$ cat config.mk
export PLATFORM = sky130hd
export DESIGN_NAME = sram_sp_ctrl
export DESIGN_NICKNAME = d
export VERILOG_FILES = /design/src/rtl/sram_pkg.sv /design/src/rtl/sram_array.sv /design/src/rtl/sram_sp_ctrl.sv
export SDC_FILE = /design/constraint.sdc
export NUM_CORES = 1
export LEC_CHECK = 0
export ABC_AREA = 0
export CORE_MARGIN = 1
export CORE_UTILIZATION = 60
export CTS_BUF_LIST = sky130_fd_sc_hd__clkbuf_4 sky130_fd_sc_hd__clkbuf_8
export DETAILED_ROUTE_END_ITERATION = 8
export PLACE_DENSITY = 0.77
export SYNTH_ARGS = -nofsm -noshare
export SYNTH_HDL_FRONTEND = slang
export SYNTH_SLANG_ARGS = --single-unit
$ cat constraint.sdc
create_clock -name i_clk -period 5.05 [get_ports i_clk]
set_clock_uncertainty 0.05 [all_clocks]
set_input_delay 0.7575 -clock i_clk [delete_from_list [all_inputs] [get_ports i_clk]]
set_output_delay 0.7575 -clock i_clk [all_outputs]
set_load 0.005 [all_outputs]
$ cat src/rtl/sram_pkg.sv
// Shared types and defaults for the parameterised single-port SRAM controller.
package sram_pkg;

  typedef enum logic [0:0] {
    S_CLEAR = 1'b0,
    S_READY = 1'b1
  } sram_state_t;

  localparam int SRAM_DATA_W_DEF = 8;
  localparam int SRAM_DEPTH_DEF  = 64;

  function automatic int sram_lanes(input int data_w);
    return data_w / 8;
  endfunction

endpackage

$ cat src/rtl/sram_array.sv
// Bare single-port memory: byte-lane write, read data registered every cycle.
module sram_array
  import sram_pkg::*;
#(
  parameter int DATA_W = SRAM_DATA_W_DEF,
  parameter int DEPTH  = SRAM_DEPTH_DEF,
  parameter int ADDR_W = $clog2(DEPTH),
  localparam int NBYTES = sram_lanes(DATA_W)
) (
  input  logic              clk,
  input  logic              we,
  input  logic [NBYTES-1:0] be,
  input  logic [ADDR_W-1:0] waddr,
  input  logic [DATA_W-1:0] wdata,
  input  logic [ADDR_W-1:0] raddr,
  output logic [DATA_W-1:0] rdata
);

  logic [DATA_W-1:0] mem [DEPTH];

  always_ff @(posedge clk) begin
    if (we) begin
      for (int k = 0; k < NBYTES; k++) begin
        if (be[k]) mem[waddr][8*k +: 8] <= wdata[8*k +: 8];
      end
    end
    rdata <= mem[raddr];
  end

endmodule

$ cat src/rtl/sram_sp_ctrl.sv
// Single-port SRAM controller: post-reset clear, byte enables, registered read with valid/err.
// Optional macro SRAM_OUT_REG_EN adds an output pipeline stage (read latency 2).
module sram_sp_ctrl
  import sram_pkg::*;
#(
  parameter int DATA_W         = SRAM_DATA_W_DEF,
  parameter int DEPTH          = SRAM_DEPTH_DEF,
  parameter int ADDR_W         = $clog2(DEPTH),
  parameter bit CLEAR_ON_RESET = 1'b1,
  localparam int NBYTES        = sram_lanes(DATA_W)
) (
  input  logic              i_clk,
  input  logic              i_reset,
  input  logic              i_ce,
  input  logic              i_rw,
  input  logic [ADDR_W-1:0] i_addr,
  input  logic [DATA_W-1:0] i_wdata,
  input  logic [NBYTES-1:0] i_be,
  output logic [DATA_W-1:0] o_rdata,
  output logic              o_rvalid,
  output logic              o_ready,
  output logic              o_err
);

  localparam logic [ADDR_W-1:0] LAST = ADDR_W'(DEPTH - 1);

  sram_state_t       state;
  logic [ADDR_W-1:0] ptr;
  logic              accept;
  logic              oor;
  logic              clearing;
  logic              arr_we;
  logic [NBYTES-1:0] arr_be;
  logic [ADDR_W-1:0] arr_waddr;
  logic [DATA_W-1:0] arr_wdata;
  logic [ADDR_W-1:0] arr_raddr;
  logic [DATA_W-1:0] arr_rdata;
  logic              rv1;
  logic              err1;
  logic              oor1;
  logic [DATA_W-1:0] rd_data1;
  logic [DATA_W-1:0] rdata_hold;

  assign clearing = (state == S_CLEAR);
  assign o_ready  = (state == S_READY);
  assign accept   = i_ce && o_ready;
  assign oor      = 32'(i_addr) >= 32'(DEPTH);

  // The clear sequence owns the write port; out-of-range reads are steered to a legal row.
  assign arr_we    = clearing || (accept && !i_rw && !oor);
  assign arr_be    = clearing ? '1 : i_be;
  assign arr_waddr = clearing ? ptr : i_addr;
  assign arr_wdata = clearing ? '0 : i_wdata;
  assign arr_raddr = oor ? '0 : i_addr;

  sram_array #(
    .DATA_W (DATA_W),
    .DEPTH  (DEPTH),
    .ADDR_W (ADDR_W)
  ) u_array (
    .clk   (i_clk),
    .we    (arr_we),
    .be    (arr_be),
    .waddr (arr_waddr),
    .wdata (arr_wdata),
    .raddr (arr_raddr),
    .rdata (arr_rdata)
  );

  assign rd_data1 = oor1 ? '0 : arr_rdata;

  always_ff @(posedge i_clk) begin
    if (i_reset) begin
      state      <= CLEAR_ON_RESET ? S_CLEAR : S_READY;
      ptr        <= '0;
      rv1        <= 1'b0;
      err1       <= 1'b0;
      oor1       <= 1'b0;
      rdata_hold <= '0;
    end else begin
      if (clearing) begin
        ptr <= ptr + 1'b1;
        if (ptr == LAST) state <= S_READY;
      end
      rv1  <= accept && i_rw;
      err1 <= accept && oor;
      if (accept && i_rw) oor1 <= oor;
      if (rv1) rdata_hold <= rd_data1;
    end
  end

`ifdef SRAM_OUT_REG_EN
  logic rv2;
  logic err2;

  always_ff @(posedge i_clk) begin
    if (i_reset) begin
      rv2  <= 1'b0;
      err2 <= 1'b0;
    end else begin
      rv2  <= rv1;
      err2 <= err1;
    end
  end

  // rdata_hold is already one cycle behind rv1, so it serves as the output stage.
  assign o_rvalid = rv2;
  assign o_err    = err2;
  assign o_rdata  = rdata_hold;
`else
  assign o_rvalid = rv1;
  assign o_err    = err1;
  assign o_rdata  = rv1 ? rd_data1 : rdata_hold;
`endif

endmodule
==> results of run 1 <==
-- synth_stat cells, drive strengths merged --
cell type / number / share of area (%)
dfxtp: 24 / 2.3
nor2: 94 / 1.7
mux2i: 16 / 0.77
o21ai: 17 / 0.41
a32o: 8 / 0.39
buf: 37 / 1.1
inv: 2 / 0.036
a31oi: 1 / 0.030
edfxtp: 512 / 74
nand3b: 2 / 0.072
xnor2: 1 / 0.042
conb: 1 / 0.018
nand2: 25 / 0.45
nor3: 3 / 0.072
mux2: 16 / 0.87
and2: 9 / 0.27
clkbuf: 17 / 0.31
and3: 1 / 0.030
and4b: 1 / 0.048
a21oi: 10 / 0.24
ha: 1 / 0.060
a21o: 1 / 0.036
o2111ai: 1 / 0.042
o22ai: 29 / 0.87
o221ai: 1 / 0.042
mux4: 128 / 14
o32ai: 9 / 0.38
nand2b: 3 / 0.090
xor2: 3 / 0.13
or2: 1 / 0.030
nand3: 16 / 0.39
a211oi: 7 / 0.25
nor2b: 20 / 0.60
-- cells by family after synthesis --
kind of cell	after synthesis	share of synthesized area [%]
xor gates and xnor gates	4	0.1685
other	1	0.01803
DFF	536	76.23
adders and majority gates	1	0.06015
AOI/OAI and AO/OA	84	2.689
and+or+nand+nor	175	3.748
buffers and inverters	56	1.480
muxes	160	15.60
-- registers in the layout (all words and copies together), names as in the netlist --
name / count
u_array.rdata: 8
ptr: 6
o_rvalid: 1
u_array.mem: 512
o_ready: 1
rdata_hold: 8
-- power groups by stage --
stage	Clock, mW	Combinational [mW]	Sequential, mW
after CTS	3.58	0.359	4.85
after floorplan	0	0.254	4.93
after global placement	0	0.355	4.94
after global routing	3.76	0.379	4.85
after detailed placement	0	0.357	4.94
final	3.56	0.361	4.85
-- stage by stage --
stage,hold slack [ps],setup WS [ps],util [%],std cells
detailed placement,461.4,1497,63.51,1453
CTS,469.5,1951,68.31,1598
floorplan,438.6,2220,-,1017
global route,498.7,1930,68.31,1598
global placement,453.7,1522,63.51,1453
finish,472.6,2021,68.31,1598
-- how the worst max path moves through the flow --
stage,endpoint,startpoint,depth (start not counted),slack [ps]
5_1_grt,o_rdata[4],o_rvalid,2,1930
6_report,o_rdata[4],o_rvalid,2,2020
3_5_place_dp,u_array.rdata[5],i_addr[1],6,1500
3_3_place_gp,u_array.rdata[3],i_addr[0],7,1520
2_1_floorplan,u_array.mem[10][0],i_addr[1],8,2220
4_1_cts,o_rdata[4],o_rvalid,2,1950
-- routing by layer --
metal  vias up  track usage, %  part of all wire [%]
met3        87           7.376                    11
met5         -               0                 0.043
met4         2           11.85                   3.4
met1      5320           35.71                    39
li1       4342               -                     -
met2       560           37.77                    47
-- area by class of cell --
class                           count  area share (%)
Tap cell                          448           2.429
Inverter                            2         0.03253
Sequential cell                   536           68.71
Clock buffer                      108           5.872
Multi-Input combinational cell    425           20.13
Timing Repair Buffer               42           1.675
Clock inverter                     37           1.155
-- tightest hold or removal path, stage by stage (launching register included) --
cell	delay, ps
dfxtp_1	330
nor2b_1	110
nor3_1	40
==> run metrics, run 1 <==
fin crit share 59.98%; Mapped Cells 1017; fmax 0.3302 GHz; end of the worst hold path ptr[0]; Switch Pwr 1.836 mW; Req. time, crit path 4240 ps; Critical Setup Path Class flop to output pin; grt total ovfl 0; P_leak 7.733 nW; die area 35410 µm²; gpl congestion 0.8364; cell-internal power 6.931 mW; Post-Syn Nets 1037; Final Hold Viols 0; max-cap viol count 0; Clock Power Share 40.6%; PwrDens 379.9 nW/µm²; Avg Inst Size Synth 20.45 µm²; postcts setup bufs 0; commonest non-fill, non-tap cell in the layout edfxtp_1; CP peak stage delay 690 ps; setup_tns 0 ps; Core Region 33780 µm²; Total GRT Usage 25.54%; Hold Buf Count CTS 0; RSZ-0062 raised after global routing no; vias per std cell 6.452; vias in the first global route 10.37k; Residual DRC 0; mapped cell area 20800 µm²; synth warn 0; Worst setup EP type output pin; CP top delay family flip-flops; via count 10.31k; post_cts resized 0; Final HPWL DP 26590 µm; Slew headroom 19.62%; port bufs 28; Critical Path, Cell by Cell mux2_2, clkdlybuf4s50_1; TritonCTS buffer count 82; Filler Cells Inserted 2067; diode count 0; Core Rows 67; starting density of the core 61.56%; HP Start ptr[0]; worst r2r dst u_array.mem[24][5]; CTS Buffer Depth 3; pin count of the biggest net entering global routing 80; drt pass-1 iters 5; Final Setup Violations 0; Post-DP Area 21460 µm²; Slew Limit Fails 0; total power 8.767 mW; #FFs+latches synth 536; sequential share of power 55.3%; io pins 30; Routed Antenna Nets 0; initial antenna violation count 3; TritonCTS sink count 536; clk slew on worst S/H paths 60 ps; Root Buffer clkbuf_8; Final #Nets 1109; DR WL/cell 27.40 µm; fin area 23080 µm²; die extent in x 188.2 µm; R2R cell count 4; first-pass GRT wire length 64180 µm; VDD IR-drop max 0.2492 mV; status complete, no violations; reg-to-reg slack, setup 2260 ps; critical path's slowest cell dfxtp_1; area of the multi-input gates 4646 µm²; register area 15860 µm²; post-synthesis sequential area ratio 76.23%; Startpoint Class flop; Worst Hold Class flop to flop; number of DRC markers in iteration 0 1176; P&R area growth vs syn 10.95%; combinational power share 4.1%; height of the chip 188.2 µm; worst path bufs/invs 1; Clk Latency, worst-skew pair 630 ps; R2R Path Start o_ready; final WL 43790 µm; share of cells above drive strength 1 25.13%; Final Critical Period 3029 ps; Hold Crit Depth 2; H-tree depth 3; Worst EP arrival 2220 ps; TritonCTS clock tree built; CP Max Fanout 9; Netlist cell types 39; leading cell types in the layout, fill and taps excluded edfxtp_1, mux4_2, nor2_1, clkbuf_8, o22ai_1; Slew @ Worst Pin 1206 ps; sw frac 20.94%
(Power assumes the default switching activity.)
==> run 2: changes to the inputs <==
clock period = 2.8 ns   (was 5.05 ns; I/O delays follow)
==> run 2 against run 1 <==
  * Register-to-register slack got worse by 1800 ps
  * Critical endpoint unchanged
  * Sequential share of layout area decreased by 2.8 points
  * Largest cell class unchanged
  * Setup slack got worse by 1900 ps
  * Core utilization increased by 2.9 points
  * Final cell count increased by 6.3%
  * Count of clock-buffer cells in the layout increased by 16
==> run metrics, run 2 (same netlist as run 1, synthesis figures left out) <==
setup_tns 0 ps (unchanged); register area 15860 µm² (unchanged); final worst slack 110.5 ps (-1911 ps); final WL 45120 µm (+3.0%); post_cts resized 0 (unchanged); RSZ-0062 raised after global routing no; Worst Setup SP o_rvalid; Final #Nets 1209 (+9.0%); Residual DRC 0 (unchanged); Final HPWL DP 28730 µm (+8.1%); Routed Antenna Nets 0 (unchanged); grt total ovfl 0 (unchanged); VDD IR-drop max 0.4479 mV (+80%); R2R cell count 5 (+1); Final Setup Violations 0 (unchanged); port bufs 28 (unchanged); Util after Layout 71.18% (+2.9 points); Final Hold Slack 399.0 ps (-73.63 ps); Final Hold Viols 0 (unchanged); reg-to-reg slack, setup 410 ps (-1850 ps); Req. time, crit path 2330 ps (-1910 ps); Startpoint Class flop; postcts setup bufs 0 (unchanged); status complete, no violations; Worst setup EP type output pin; register name with the most flops u_array.mem; drt pass-1 iters 5 (unchanged); gpl congestion 0.8941 (+6.9%); placed cells 1554 (+7.0%); commonest non-fill, non-tap cell in the layout edfxtp_1; via count 10.78k (+4.5%); CTS Buffer Depth 3 (unchanged); Slew Limit Fails 0 (unchanged); worst r2r dst u_array.mem[15][3]; leading cell types in the layout, fill and taps excluded edfxtp_1, mux4_2, buf_4, nor2_1, clkbuf_8; TritonCTS buffer count 81 (-1.2%); Slew headroom 49.52% (+30 points); vias in the first global route 10.97k (+5.8%); starting density of the core 61.56% (unchanged); Worst Hold Class input port to flop; Post-Place Setup Slack 94.80 ps (-1402 ps); Slew @ Worst Pin 754.8 ps (-450.9 ps); TritonCTS sink count 536 (unchanged); H-tree depth 3 (unchanged); diode count 0 (unchanged); Critical Setup Path Class flop to output pin; initial antenna violation count 0 (-3); Total GRT Usage 26.51% (+0.97 points); Largest register FFs 512 (unchanged); die area 35410 µm² (unchanged); Filler Cells Inserted 1966 (-4.9%); Clk Latency, worst-skew pair 630 ps (about the same); number of DRC markers in iteration 0 1140 (-3.1%); P&R area growth vs syn 15.61%; CP Max Fanout 9 (unchanged); Final Critical Period 2689 ps; fmax 0.3718 GHz; biggest regs u_array.mem: 512 flops, rdata_hold: 8 flops, u_array.rdata: 8 flops; die extent in x 188.2 µm (unchanged); area of the multi-input gates 4646 µm² (unchanged); Setup crit end o_rdata[4]; io pins 30 (unchanged); final std cells w/o fill 1699 (+6.3%); R2R Path Start o_ready; Core Rows 67 (unchanged); vias per std cell 6.344 (-1.7%); max-cap viol count 0 (unchanged); clk slew on worst S/H paths 60 ps (about the same); share of cells above drive strength 1 32.13% (+7.0 points); P_leak 8.341 nW (+7.9%); pin count of the biggest net entering global routing 65 (-19%); DR WL/cell 26.56 µm (-3.1%); height of the chip 188.2 µm (unchanged); TritonCTS clock tree built; PwrDens 656.5 nW/µm² (+73%); first-pass GRT wire length 67560 µm (+5.3%); Hold Buf Count CTS 0 (unchanged); Root Buffer clkbuf_8; Worst EP arrival 2220 ps (about the same); fin crit share 96.05%; Core Region 33780 µm² (unchanged)
## run 2: cell type report
class                      instances  share of cell area (%)
sequential                       536                   65.94
multi-input combinational        425                   19.32
clock buffer                     124                   6.213
timing repair buffer             143                   5.594
tap                              448                   2.331
clock inverter                    21                  0.5724
inverter                           2                 0.03122
## run 2: power breakdown
group	switching [mW]	internal (mW)	total (mW)	leakage [nW]
clock network	2.84	3.50	6.34	0.865
logic	0.383	0.326	0.710	2.22
registers	0.0275	8.71	8.74	5.25
## run 2: worst max-delay path: stages (launching register included)
cell             delay (ps)
dfxtp_1                 680
mux2_2                  450
clkdlybuf4s50_1         460
## run 2: worst min path at each step
| stage | startpoint | end | cells after the start |
|---|---|---|---|
| after floorplan | ptr[0] | ptr[0] | 2 |
| after CTS | i_rw | o_rvalid | 2 |
| after global routing | i_rw | o_rvalid | 2 |
| after global placement | ptr[0] | ptr[0] | 2 |
| after detailed placement | ptr[5] | ptr[5] | 2 |
| final | i_rw | o_rvalid | 2 |
## run 2: per-layer routing
layer / share of wire (%) / global-route usage [%]
met5: 0 / 0
met4: 2.1 / 8.255
met3: 9.4 / 5.401
met2: 50 / 42.48
met1: 39 / 37.33
## run 2: metrics by stage
stage / area [µm²] / power [mW]
floorplan: 20800 / 9.349
global placement: 22410 / 9.597
detailed placement: 22410 / 9.610
CTS: 24050 / 15.88
global route: 24050 / 16.27
finish: 24050 / 15.79
==> run 3: changes to the inputs <==
CAP_MARGIN = 40   (was not set)
==> results of run 3 <==
No change in the layout: final DEF, timing and power equal those of run 2.
